===== src/rtl/rsa_pack_prep.sv =====
// -----------------------------------------------------------------------------
// rsa_pack_prep
//
// Pre-processing stage in front of the Montgomery exponentiator. Accepts one
// {msg, key, modulus} request and computes base = 2^(2*MOD_WIDTH) mod modulus.
// Each step doubles x and conditionally subtracts the modulus. The
// {base, msg, key, modulus} bundle is then presented on a valid/ready output.
// Only one request is in flight at a time.
//
// Parameters
//   MOD_WIDTH  key/modulus width in bits (default 256)
//
// Ports
//   clk      in   clock, rising edge
//   rst      in   synchronous active-high reset
//   i_valid  in   request valid
//   i_ready  out  stage idle, can accept a request
//   i_in     in   {msg, key, modulus}, msg in the MSBs
//   o_valid  out  result bundle valid
//   o_ready  in   downstream accepts the bundle
//   o_out    out  {base, msg, key, modulus}, base in the MSBs
//   o_err    out  modulus rejected (meaningful only while o_valid)
//
// Build option
//   RSA_PREP_MOD_CHECK_EN  reject even moduli and moduli < 3 at accept. A
//                          rejected request is reported one cycle later with
//                          base = 0 and o_err = 1. When undefined, o_err is 0
//                          and every request runs the full computation.
// -----------------------------------------------------------------------------
module rsa_pack_prep #(
    parameter int MOD_WIDTH = 256
) (
    input  logic                   clk,
    input  logic                   rst,
    input  logic                   i_valid,
    output logic                   i_ready,
    input  logic [3*MOD_WIDTH-1:0] i_in,
    output logic                   o_valid,
    input  logic                   o_ready,
    output logic [4*MOD_WIDTH-1:0] o_out,
    output logic                   o_err
);

    localparam int CNT_W = $clog2(2*MOD_WIDTH+1);
    localparam logic [CNT_W-1:0] CNT_LAST = CNT_W'(2*MOD_WIDTH-1);

    localparam logic [1:0] IDLE = 2'd0;
    localparam logic [1:0] CALC = 2'd1;
    localparam logic [1:0] OUT  = 2'd2;

    logic [1:0]           state_q, state_d;
    logic [MOD_WIDTH-1:0] msg_q, msg_d;
    logic [MOD_WIDTH-1:0] key_q, key_d;
    logic [MOD_WIDTH-1:0] mod_q, mod_d;
    logic [MOD_WIDTH-1:0] x_q, x_d;
    logic [CNT_W-1:0]     cnt_q, cnt_d;

    logic [MOD_WIDTH:0]   t;
    logic [MOD_WIDTH-1:0] diff;
    logic [MOD_WIDTH-1:0] in_mod;

`ifdef RSA_PREP_MOD_CHECK_EN
    logic err_q, err_d;
`endif

    assign in_mod = i_in[MOD_WIDTH-1:0];
    assign t      = {x_q, 1'b0};
    // Low bits of (t - modulus) only depend on the low bits of t.
    assign diff   = t[MOD_WIDTH-1:0] - mod_q;

    always_comb begin
        state_d = state_q;
        msg_d   = msg_q;
        key_d   = key_q;
        mod_d   = mod_q;
        x_d     = x_q;
        cnt_d   = cnt_q;
`ifdef RSA_PREP_MOD_CHECK_EN
        err_d   = err_q;
`endif
        case (state_q)
            IDLE: begin
                if (i_valid) begin
                    msg_d   = i_in[3*MOD_WIDTH-1:2*MOD_WIDTH];
                    key_d   = i_in[2*MOD_WIDTH-1:MOD_WIDTH];
                    mod_d   = in_mod;
                    // Start from 1 mod N so that N == 1 reduces to base 0;
                    // plain doubling would otherwise keep x stuck at 1.
                    x_d     = (in_mod == MOD_WIDTH'(1)) ? '0 : MOD_WIDTH'(1);
                    cnt_d   = '0;
                    state_d = CALC;
`ifdef RSA_PREP_MOD_CHECK_EN
                    err_d   = ~in_mod[0] || (in_mod < MOD_WIDTH'(3));
`endif
                end
            end
            CALC: begin
                x_d   = (t >= {1'b0, mod_q}) ? diff : t[MOD_WIDTH-1:0];
                cnt_d = cnt_q + CNT_W'(1);
                if (cnt_q == CNT_LAST) state_d = OUT;
`ifdef RSA_PREP_MOD_CHECK_EN
                if (err_q) begin
                    x_d     = '0;
                    state_d = OUT;
                end
`endif
            end
            OUT: begin
                if (o_ready) state_d = IDLE;
            end
            default: state_d = IDLE;
        endcase
    end

    always_ff @(posedge clk) begin
        if (rst) begin
            state_q <= IDLE;
            msg_q   <= '0;
            key_q   <= '0;
            mod_q   <= '0;
            x_q     <= '0;
            cnt_q   <= '0;
`ifdef RSA_PREP_MOD_CHECK_EN
            err_q   <= 1'b0;
`endif
        end else begin
            state_q <= state_d;
            msg_q   <= msg_d;
            key_q   <= key_d;
            mod_q   <= mod_d;
            x_q     <= x_d;
            cnt_q   <= cnt_d;
`ifdef RSA_PREP_MOD_CHECK_EN
            err_q   <= err_d;
`endif
        end
    end

    assign i_ready = (state_q == IDLE);
    assign o_valid = (state_q == OUT);
    assign o_out   = {x_q, msg_q, key_q, mod_q};
`ifdef RSA_PREP_MOD_CHECK_EN
    assign o_err   = err_q;
`else
    assign o_err   = 1'b0;
`endif

endmodule

===== config.mk =====
export PLATFORM = sky130hd
export DESIGN_NAME = rsa_pack_prep
export DESIGN_NICKNAME = d
export VERILOG_FILES = /design/src/rtl/rsa_pack_prep.sv
export SDC_FILE = /design/constraint.sdc
export NUM_CORES = 2
export LEC_CHECK = 0
export ABC_AREA = 1
export BUFFER_PORTS_ARGS = -buffer_cell sky130_fd_sc_hd__buf_2
export CORE_AREA = 2 2 709 711
export DETAILED_ROUTE_END_ITERATION = 16
export DIE_AREA = 0 0 711 713
export GPL_TIMING_DRIVEN = 0
export HOLD_SLACK_MARGIN = 0.15
export SYNTH_ARGS = -nofsm -noshare
export SYNTH_HDL_FRONTEND = slang
export SYNTH_SLANG_ARGS = --single-unit

===== constraint.sdc =====
create_clock -name clk -period 3.3 [get_ports clk]
set_input_delay 0.33 -clock clk [delete_from_list [all_inputs] [get_ports clk]]
set_output_delay 0.33 -clock clk [all_outputs]
set_load 0.01 [all_outputs]

==> flow_metrics.tcl <==
set metrics [dict create \
    crit_type "reg2reg" \
    synth_cells 13075 \
    netlist.area_leader.share_pct 27.8 \
    worst_slew_pin_slew_ps 1940 \
    clock_skew_ps 86.1 \
    chipHeight_um 713 \
    drt_iter0_markers 7463 \
    tns_ps -51160 \
    synthFlopType "dfxtp_1" \
    synth_edf_count 0 \
    yosys.cell_types.count 49 \
    cts_root_buffer "clkbuf_16" \
    synth_area_leaders "dfxtp_1 (28%), nand2_1 (21%), inv_1 (13%)" \
    drv_slew 5 \
    dieWidth_um 711 \
    async_flop_share_pct 0 \
    comb_power_share_pct 59.4 \
    clk_pin_slew_ps 60 \
    clk_latency_ps 880 \
    crit_path_start "state_q[1]" \
    gp_congestion 1.10 \
    port_buffers 1797 \
    synth.ff_latch_count 1036 \
    clk_path_buf_depth 4 \
    cts_tree "yes" \
    drt-vias-per-instance 4.14 \
    antenna_found_initial 162 \
    grt_usage_pct 25.6 \
    internal_power_mw 38.3 \
    final_hold_viol_count 0 \
    wl_per_cell_um 29.8 \
    setup_viol 266 \
    netlist_area_um2 74700 \
    crit_arrival_ps 4490 \
    place_area_um2 92200 \
    syn2layout_area_growth_pct 50.5 \
    clockPowerShare_pct 21.8 \
    numCtsBuffers 145 \
    wl_mm 680 \
    multi_input_area_um2 46500 \
    status "finished, violations left" \
    hold_path_class "in2reg" \
    switching_power_mw 42.0 \
    die_area_um2 507000 \
    p_leak_nw 56.6 \
    grt_setup_unrepaired "true" \
    core_um2 500000 \
    crit_path_end_kind "register" \
    vdd_drop_max_v 0.000371 \
    utilization_pct 22.5 \
    swShare_pct 52.3 \
    r2r_setup_slack_ps -550 \
    grt_overflow 0 \
    grt_max_degree 16 \
    syn_area_per_cell_um2 5.71 \
    power_mw 80.3 \
    fmax_mhz 260 \
    nets 16962 \
    ant_nets 0 \
    initial_core_util_pct 14.9 \
    violations "capacitance limit, slew limit, setup timing" \
    rows 260 \
    synth_nets 14105 \
    path_max_fanout 10 \
    postLayoutCellArea_um2 112000 \
    grt_pass1_vias 89947 \
    critPathCapture "mod_q[252]" \
    p_seq_share_pct 18.8 \
    min_period_ps 3850 \
    fin_ws_ps -550 \
    htree_levels 4 \
    grt_pass1_wl_mm 864 \
    finalCritPeriodShare_pct 117 \
    dp_hpwl_mm 609 \
    r2r_start "state_q[1]" \
    power.density_nw_per_um2 714 \
    pre_cts_ws_ps -1670 \
    r2r_end "mod_q[252]" \
    startpoint_type "register" \
    rr_worst_depth 8 \
    cts.sinks 1036 \
    worst-endpoint-required_ps 3940 \
    fill_cells 57880 \
    seq_area_um2 20800 \
    max_slew_margin_pct -30.4 \
    ys_seq_area_share_pct 27.8 \
    drcViolationCount 0 \
    yosysTopAreaCell "dfxtp_1" \
    ys_warn_count 0 \
    drive_above_1_share_pct 22.6 \
    drtPass1Iterations 5 \
    num_vias 94615 \
    ios 1799 \
    maxCapViolations 3 \
]
==> state kept, by name, summed over array words and instances (netlist names) <==
register / count
key_q: 256
mod_q: 256
msg_q: 256
x_q: 256
cnt_q: 10
state_q: 2
==> synthesized netlist by cell type, types with 2 or more instances <==
cell type	instances
a22oi_1	2
buf_2	28
nand2_1	4196
buf_1	17
nor2_2	36
buf_6	77
nand2_2	22
a21oi_2	17
or4_1	3
a221oi_1	2
nor2_4	10
nand3_2	252
a21oi_1	710
dlygate4sd1_1	3
dfxtp_1	1036
and2_1	9
inv_2	51
nand4_1	42
ha_1	257
xnor2_1	110
o21bai_1	6
nor3_1	56
clkinv_1	4
or2_2	2
a211oi_1	3
nand2_4	4
clkbuf_1	291
and2_2	3
xor2_1	17
buf_4	8
o21ai_0	798
nand3b_1	78
nor2_1	1770
buf_8	2
and3_1	2
nand3_1	423
inv_1	2641
nor4_1	76
==> per-stage QoR <==
stage,std cells,hold slack (ps)
6_report,22852,151
4_1_cts,22713,150
2_1_floorplan,13075,437
3_5_place_dp,21565,466
3_3_place_gp,21553,459
5_1_grt,22811,178
==> cell families (layout without fill, tap and decap cells) <==
logic type | count (synthesis) | in the layout | share of synthesized area [%]
AOI/OAI and AO/OA | 1544 | 1544 | 10.5
DFF | 1036 | 1036 | 27.8
other | 1 | 126 | 0.00502
buffers and inverters | 3122 | 6093 | 16.6
adders and majority gates | 258 | 258 | 4.33
and+or+nand+nor | 6987 | 6987 | 39.3
xor gates and xnor gates | 127 | 127 | 1.49
==> worst max-delay path: stages, from the launching register on <==
cell and delay, ps:
dfxtp_1 320, nor2_1 190, nand2_1 190, clkbuf_2 480
clkbuf_2 310, buf_12 170, clkbuf_1 260, o21ai_0 1500
a21oi_1 50
==> placed cells by master (no fill, tap or decap), types with 27 or more instances in the layout <==
cell | Yosys | routed
clkbuf_1 | 291 | 287
nand2_1 | 4196 | 3894
dlygate4sd3_1 | 0 | 769
nor2_4 | 10 | 89
diode_2 | 0 | 125
buf_12 | 0 | 32
ha_1 | 257 | 80
nand3b_1 | 78 | 78
dfxtp_1 | 1036 | 1009
xnor2_1 | 110 | 110
nor2_1 | 1770 | 1590
buf_2 | 28 | 1824
nand3_2 | 252 | 317
nand3_1 | 423 | 348
inv_2 | 51 | 109
clkinvlp_4 | 0 | 30
clkbuf_16 | 0 | 149
nand4_1 | 42 | 42
a21oi_1 | 710 | 659
dfxtp_2 | 0 | 27
nor3_1 | 56 | 44
buf_4 | 8 | 96
nand2_2 | 22 | 227
nor4_1 | 76 | 72
o21ai_0 | 798 | 780
nor2_2 | 36 | 137
inv_1 | 2641 | 2561
nand2_4 | 4 | 98
a21oi_2 | 17 | 58
ha_4 | 0 | 157
buf_6 | 77 | 59
==> power by group through the flow <==
stage                     clock, mW  sequential, mW  combinational, mW
after CTS                      18.0            15.0               46.4
after detailed placement          0            15.2               40.6
after global placement            0            15.1               40.6
after global routing           18.3            15.2               50.1
final                          17.5            15.1               47.7
after floorplan                   0            15.6               20.5
==> worst min-delay path by stage <==
stage          startpoint         end  slack, ps  cells after the start
6_report        i_in[249]  mod_q[249]        150                      3
5_1_grt         i_in[249]  mod_q[249]        180                      3
4_1_cts         i_in[519]    msg_q[7]        150                      4
3_5_place_dp     msg_q[1]    msg_q[1]        470                      2
3_3_place_gp    key_q[12]   key_q[12]        460                      2
2_1_floorplan    cnt_q[9]    cnt_q[9]        440                      1
==> final cells by class <==
class	count	area share (%)
timing repair buffer	2712	16.6
multi-input combinational	8917	41.4
inverter	2696	9.07
buffer	424	2.21
clock buffer	182	3.55
clock inverter	79	1.02
tap	6681	7.44
sequential	1036	18.5
antenna	125	0.278
==> layer usage <==
layer | routed length, um | GRT usage, % | up-vias
met5 | 412 | 0 | -
met4 | 57700 | 17.7 | 66
met3 | 45100 | 5.98 | 944
met2 | 314000 | 42.9 | 3428
met1 | 263000 | 28.9 | 44778
li1 | - | - | 45399
==> repair_timing <==
| action | 4_1_cts | 5_1_grt |
|---|---|---|
| hold buffers | 768 | 1 |
| pin swaps | 94 | 14 |
| cloned | 15 | 2 |
| setup buffers | 106 | 12 |
| endpoints found under the setup margin | 359 | 320 |
| endpoints found under the hold margin | 755 | 1 |
| gates resized for setup | 1031 | 227 |
Power figures use the tool's default switching activity.
